$ cat src/rtl/ahb_lite_interconnect.sv
`default_nettype none
// ============================================================================
// Module      : ahb_lite_interconnect
// Description : Single-master AHB-Lite interconnect. It decodes the upstream
//               address against per-port base/mask windows, broadcasts the
//               request to every downstream port, and muxes the response back
//               from the port that owns the data phase. An internal default
//               slave answers unmapped NONSEQ/SEQ transfers with a two-cycle
//               ERROR response and counts them.
// Ports       : HCLK, HRESETn         - clock, synchronous active-low reset
//               s_H*                  - upstream master request / response
//               m_H*                  - per-port request (out) / response (in)
//               err_count             - saturating count of default-slave errors
// Revision    : 1.0 - initial release
// ============================================================================
module ahb_lite_interconnect #(
    parameter int HDATA_WIDTH = 32,
    parameter int HADDR_WIDTH = 32,
    parameter int HPORT_COUNT = 4,
    parameter logic [HPORT_COUNT-1:0][HADDR_WIDTH-1:0] PORT_BASE = '0,
    parameter logic [HPORT_COUNT-1:0][HADDR_WIDTH-1:0] PORT_MASK = '0
) (
    input  logic                                    HCLK,
    input  logic                                    HRESETn,
    // upstream request
    input  logic [HADDR_WIDTH-1:0]                  s_HADDR,
    input  logic [2:0]                              s_HBURST,
    input  logic                                    s_HMASTLOCK,
    input  logic [3:0]                              s_HPROT,
    input  logic [2:0]                              s_HSIZE,
    input  logic [1:0]                              s_HTRANS,
    input  logic [HDATA_WIDTH-1:0]                  s_HWDATA,
    input  logic                                    s_HWRITE,
    // upstream response
    output logic [HDATA_WIDTH-1:0]                  s_HRDATA,
    output logic                                    s_HREADY,
    output logic                                    s_HRESP,
    // per-port request
    output logic [HPORT_COUNT-1:0][HADDR_WIDTH-1:0] m_HADDR,
    output logic [HPORT_COUNT-1:0][2:0]             m_HBURST,
    output logic [HPORT_COUNT-1:0]                  m_HMASTLOCK,
    output logic [HPORT_COUNT-1:0][3:0]             m_HPROT,
    output logic [HPORT_COUNT-1:0][2:0]             m_HSIZE,
    output logic [HPORT_COUNT-1:0][1:0]             m_HTRANS,
    output logic [HPORT_COUNT-1:0][HDATA_WIDTH-1:0] m_HWDATA,
    output logic [HPORT_COUNT-1:0]                  m_HWRITE,
    output logic [HPORT_COUNT-1:0]                  m_HSEL,
    output logic [HPORT_COUNT-1:0]                  m_HREADY,
    // per-port response
    input  logic [HPORT_COUNT-1:0][HDATA_WIDTH-1:0] m_HRDATA,
    input  logic [HPORT_COUNT-1:0]                  m_HREADYOUT,
    input  logic [HPORT_COUNT-1:0]                  m_HRESP,
    // status
    output logic [15:0]                             err_count
);

    typedef enum logic [1:0] {
        ST_IDLE = 2'd0,
        ST_ERR1 = 2'd1,
        ST_ERR2 = 2'd2
    } dflt_state_t;

    localparam logic [15:0] c_err_max = 16'hFFFF;

    logic [HPORT_COUNT-1:0] w_hsel;
    logic                   w_miss;
    logic                   w_active;

    logic [HPORT_COUNT-1:0] w_sel_d;
    logic [HPORT_COUNT-1:0] r_sel_q;
    logic                   w_dflt_d;
    logic                   r_dflt_q;

    dflt_state_t            w_state_d;
    dflt_state_t            r_state_q;
    logic [15:0]            w_err_d;
    logic [15:0]            r_err_q;

    logic                   w_dflt_ready;
    logic                   w_dflt_resp;

    // ------------------------------------------------------------------
    // Address decode: first (lowest-index) enabled window that matches wins.
    // ------------------------------------------------------------------
    always_comb begin
        w_hsel = '0;
        w_miss = 1'b1;
        for (int i = 0; i < HPORT_COUNT; i++) begin
            if (w_miss && (PORT_MASK[i] != '0) &&
                ((s_HADDR & PORT_MASK[i]) == (PORT_BASE[i] & PORT_MASK[i]))) begin
                w_hsel[i] = 1'b1;
                w_miss    = 1'b0;
            end
        end
    end

    assign w_active = s_HTRANS[1];   // NONSEQ or SEQ

    // ------------------------------------------------------------------
    // Request broadcast; every port sees the same address phase.
    // ------------------------------------------------------------------
    generate
        for (genvar gi = 0; gi < HPORT_COUNT; gi++) begin : g_port
            assign m_HADDR[gi]     = s_HADDR;
            assign m_HBURST[gi]    = s_HBURST;
            assign m_HMASTLOCK[gi] = s_HMASTLOCK;
            assign m_HPROT[gi]     = s_HPROT;
            assign m_HSIZE[gi]     = s_HSIZE;
            assign m_HTRANS[gi]    = s_HTRANS;
            assign m_HWDATA[gi]    = s_HWDATA;
            assign m_HWRITE[gi]    = s_HWRITE;
        end
    endgenerate

    assign m_HSEL    = w_hsel;
    assign m_HREADY  = {HPORT_COUNT{s_HREADY}};
    assign err_count = r_err_q;

    // ------------------------------------------------------------------
    // Data-phase owner: captured with every completed address phase.
    // ------------------------------------------------------------------
    always_comb begin
        w_sel_d  = r_sel_q;
        w_dflt_d = r_dflt_q;
        if (s_HREADY) begin
            w_sel_d  = w_hsel;
            w_dflt_d = w_miss;
        end
    end

    // ------------------------------------------------------------------
    // Default slave response, a function of its state only. Kept apart
    // from the next-state logic so no loop forms through s_HREADY.
    // ------------------------------------------------------------------
    always_comb begin
        w_dflt_ready = 1'b1;
        w_dflt_resp  = 1'b0;
        unique case (r_state_q)
            ST_ERR1: begin
                w_dflt_ready = 1'b0;
                w_dflt_resp  = 1'b1;
            end
            ST_ERR2: begin
                w_dflt_resp  = 1'b1;
            end
            default: ;
        endcase
    end

    // Default slave next state and error counter.
    always_comb begin
        w_state_d = r_state_q;
        w_err_d   = r_err_q;
        unique case (r_state_q)
            ST_IDLE: begin
                if (s_HREADY && w_miss && w_active) begin
                    w_state_d = ST_ERR1;
                end
            end
            ST_ERR1: begin
                w_state_d = ST_ERR2;
            end
            ST_ERR2: begin
                if (s_HREADY && w_miss && w_active) begin
                    w_state_d = ST_ERR1;
                end else begin
                    w_state_d = ST_IDLE;
                end
            end
            default: begin
                w_state_d = ST_IDLE;
            end
        endcase
        // ERR1 is only ever entered from another state, so this counts entries.
        if ((w_state_d == ST_ERR1) && (r_err_q != c_err_max)) begin
            w_err_d = r_err_q + 16'd1;
        end
    end

    // ------------------------------------------------------------------
    // Response mux. Ports not owning the data phase are ignored entirely.
    // ------------------------------------------------------------------
    always_comb begin
        s_HRDATA = '0;
        s_HREADY = w_dflt_ready;
        s_HRESP  = w_dflt_resp;
        if (!r_dflt_q) begin
            s_HREADY = 1'b0;
            s_HRESP  = 1'b0;
            for (int i = 0; i < HPORT_COUNT; i++) begin
                if (r_sel_q[i]) begin
                    s_HRDATA = s_HRDATA | m_HRDATA[i];
                    s_HREADY = s_HREADY | m_HREADYOUT[i];
                    s_HRESP  = s_HRESP  | m_HRESP[i];
                end
            end
        end
    end

    // ------------------------------------------------------------------
    // State registers.
    // ------------------------------------------------------------------
    always_ff @(posedge HCLK) begin
        if (!HRESETn) begin
            r_sel_q   <= '0;
            r_dflt_q  <= 1'b1;
            r_state_q <= ST_IDLE;
            r_err_q   <= 16'd0;
        end else begin
            r_sel_q   <= w_sel_d;
            r_dflt_q  <= w_dflt_d;
            r_state_q <= w_state_d;
            r_err_q   <= w_err_d;
        end
    end

endmodule
`default_nettype wire

$ cat config.mk
export PLATFORM = sky130hd
export DESIGN_NAME = ahb_lite_interconnect
export DESIGN_NICKNAME = d
export VERILOG_FILES = /design/src/rtl/ahb_lite_interconnect.sv
export SDC_FILE = /design/constraint.sdc
export NUM_CORES = 1
export LEC_CHECK = 0
export ABC_AREA = 1
export ABC_CLOCK_PERIOD_IN_PS = 1400
export BUFFER_PORTS_ARGS = -buffer_cell sky130_fd_sc_hd__buf_4
export CAP_MARGIN = 20
export CORE_AREA = 2 2 230 232
export CTS_CLUSTER_SIZE = 16
export DETAILED_ROUTE_END_ITERATION = 12
export DIE_AREA = 0 0 232 234
export SYNTH_ARGS = -nofsm -noshare
export SYNTH_HDL_FRONTEND = slang
export SYNTH_SLANG_ARGS = --single-unit
$ cat constraint.sdc
create_clock -name HCLK -period 1.4 [get_ports HCLK]
set_input_delay 0.28 -clock HCLK [delete_from_list [all_inputs] [get_ports HCLK]]
set_output_delay 0.28 -clock HCLK [all_outputs]
set_load 0.02 [all_outputs]
==> impl_metrics.py <==
metrics = {
    "outcome": {
        "outcome": "finished, violations left",
        "violations": "negative setup slack",
    },
    "timing": {
        "fin_crit_sh_pct": 107,
        "period_needed_ns": 1.49,
        "max_freq_mhz": 671,
        "grt_setup_unrepaired": "true",
        "fin_ws_ns": -0.0912,
        "setup_viol": 21,
        "slew_viol_final": 0,
        "setup_tns_ns": -1.06,
        "whs_ns": 0.303,
        "fin_worst_skew_ns": 0.00204,
        "hold_viol": 0,
    },
    "cells_and_area": {
        "fin_util_pct": 5.60,
        "layout.nets": 483,
        "area_delta_synth_final_pct": -22.5,
        "drive_gt1_share_pct": 46.4,
    },
    "power_and_ir_drop": {
        "max-vdd-ir-drop_mv": 0.481,
        "p_total_mw": 1.93,
        "leakage_nw": 0.930,
        "powerDensity_nw_per_um2": 662,
    },
    "cts": {
        "cts_max_level": 1,
        "cts.clk_slew.worst_paths_ns": 0.05,
        "clk_root_buffer_cell": "clkbuf_16",
        "insertion_delay_ns": 0.25,
        "cts_num_sinks": 18,
        "clockBufferDepth": 2,
        "cts_buffers": 3,
        "cts_tree": "built",
    },
    "setup_path": {
        "rr_endpoint": "err_count[5]",
        "cp.required_ns": 1.57,
        "ff2ff_setup_slack_ns": -0.09,
        "cp.arrival_ns": 1.67,
        "critPathMaxFanout": 8,
        "cp-startpoint": "r_state_q[0]",
        "rr_worst_depth": 9,
        "startpoint_type": "register",
        "crit_path_end": "err_count[5]",
        "path_class": "register to register",
        "r2r_start": "r_state_q[0]",
        "end_kind": "register",
    },
    "detailed_routing": {
        "viasPerCell": 1.67,
        "drc_errors": 0,
        "drtAntennaViolNets": 0,
        "drtIter0Drc": 28,
        "wl_per_cell_um": 10.2,
        "first_pass_iters": 4,
        "via_count": 1588,
        "drt_wl_total_um": 9690,
    },
    "hold_path": {
        "worstHoldPathType": "input port to register",
        "hp-start": "HRESETn",
    },
    "floorplan": {
        "coreArea_um2": 52000,
        "die_x_um": 232,
        "die-area_um2": 54300,
        "start_util_pct": 7.23,
        "row_count": 84,
        "io-pin-count": 586,
        "die_h_um": 234,
    },
    "logic_synthesis": {
        "yosysTopAreaCell": "buf_4",
        "synth_mux_area_share_pct": 0,
        "synth_xor_area_share_pct": 1.16,
        "synthTopCellsByArea": "buf_4 70%, dfxtp_1 9.6%, nand2_1 5.0%, nor2_1 2.3%, ha_1 1.7%",
        "synth_most_common_cell": "buf_4",
        "synth_fa_ha_area_share_pct": 1.66,
        "ys.flop_type": "dfxtp_1",
        "synthCells": 517,
        "synth_area_um2": 3760,
        "ys_types": 23,
        "synth-seq-cells": 18,
        "ys_async_sr_fraction_pct": 0,
        "synth_edf_count": 0,
        "seq_area_frac_synth_pct": 9.57,
        "synthTopCellsByCount": "352 x buf_4, 50 x nand2_1, 23 x nor2_1",
        "synth-compound-area-share_pct": 2.96,
        "ys_warn_count": 0,
        "synth_top_area_share_pct": 70.2,
        "synthSimpleGateAreaFrac_pct": 12.1,
        "synth_top_family_by_area": "buffers and inverters",
        "avgSynthCellArea_um2": 7.28,
    },
    "grt": {
        "grt_pass1_wl_um": 12100,
        "grt_pass1_vias": 1471,
        "grtUsageTotal_pct": 3.27,
        "grt-ovfl-total": 0,
        "grt_max_degree": 11,
        "grt_antenna_before_repair": 0,
    },
    "placement": {
        "dpl_worst_slack_ns": -0.188,
        "numPortBuffers": 28,
        "place_hpwl_um": 8300,
        "place_congestion": 0.705,
    },
    "job": {
        "maxCapViolCount": 0,
    },
}
## sequential cells by signal, indices dropped and copies added (netlist names)
register,flops
err_count,16
r_state_q,2
## cells by family after synthesis
logic type	after synthesis
buffers and inverters	369
AND/OR/NAND/NOR	102
flip-flops	18
AO/OA/AOI/OAI	17
XOR/XNOR	5
adder cells (fa/ha/maj)	5
other	1
## cell usage in the layout (no fill, tap or decap)
cell / instances
nand4_1: 4
dfxtp_1: 6
nor2_4: 5
nand3_2: 5
dfxtp_2: 8
clkbuf_16: 4
buf_4: 48
conb_1: 36
ha_4: 4
o21ai_2: 1
nand2_1: 41
clkinv_1: 2
buf_6: 3
nand2_2: 10
diode_2: 1
ha_2: 1
buf_8: 5
dfxtp_4: 4
a21oi_2: 6
o21ai_1: 1
nand3_1: 5
clkinv_4: 2
inv_4: 2
nand2_4: 5
nor2_2: 4
nand3b_1: 3
xor2_1: 3
nand3_4: 1
inv_1: 9
buf_12: 2
xnor2_1: 2
a21oi_4: 1
o21ai_0: 2
a21oi_1: 6
nor2_1: 20
## metrics by stage
stage | cell area, um2 | cells
finish | 2920 | 950
global route | 2910 | 949
CTS | 2800 | 947
detailed placement | 2550 | 938
global placement | 2550 | 938
floorplan | 3950 | 552
## power by group
group          total, mW  leakage, nW  internal [mW]  switching (mW)
clock              0.573       0.0385          0.380           0.194
sequential         0.573        0.152          0.540          0.0335
combinational      0.782        0.739          0.336           0.446
## worst max-delay path, cell delays in order (launching register included)
cell and delay [ns]:
dfxtp_4 0.36, inv_4 0.08, ha_4 0.14, nor2_2 0.04, nor2_4 0.13, nand3_4 0.10, nor2_4 0.18, buf_6 0.17
nand2_2 0.06, a21oi_2 0.13
## worst min-delay path by stage
| stage | end | slack, ns | depth (start not counted) |
|---|---|---|---|
| floorplan | r_state_q[1] | 0.38 | 2 |
| global placement | err_count[4] | 0.51 | 2 |
| detailed placement | err_count[1] | 0.52 | 2 |
| CTS | err_count[0] | 0.30 | 3 |
| global route | err_count[0] | 0.31 | 3 |
| finish | r_state_q[1] | 0.30 | 3 |
## final cells by class
class                           count  area (um2)
Timing Repair Buffer               59         534
Multi-Input combinational cell    166         986
Sequential cell                    18         385
Fill cell                        6159       49100
Antenna cell                        1        2.50
Clock buffer                        3        75.1
Inverter                           14        67.6
Clock inverter                      1        3.75
Tap cell                          688         861
## metal layers
metal / routed length (um) / track usage, % / part of all wire [%] / vias to the layer above
met1: 2350 / 2.15 / 24 / 596
met5: 0 / 0 / 0 / -
li1: - / - / - / 687
met3: 2480 / 3.59 / 26 / 129
met2: 3450 / 4.13 / 36 / 176
met4: 1410 / 4.69 / 15 / 0
## timing repair
action                     in CTS  in global routing
setup buffers                   4                  1
setup endpoints to repair      22                 21
hold buffers                    0                  0
pin swaps                       9                 15
gates resized for setup        34                 22
gates cloned                    1                  1
No activity file was read; power rests on OpenSTA's default activity.
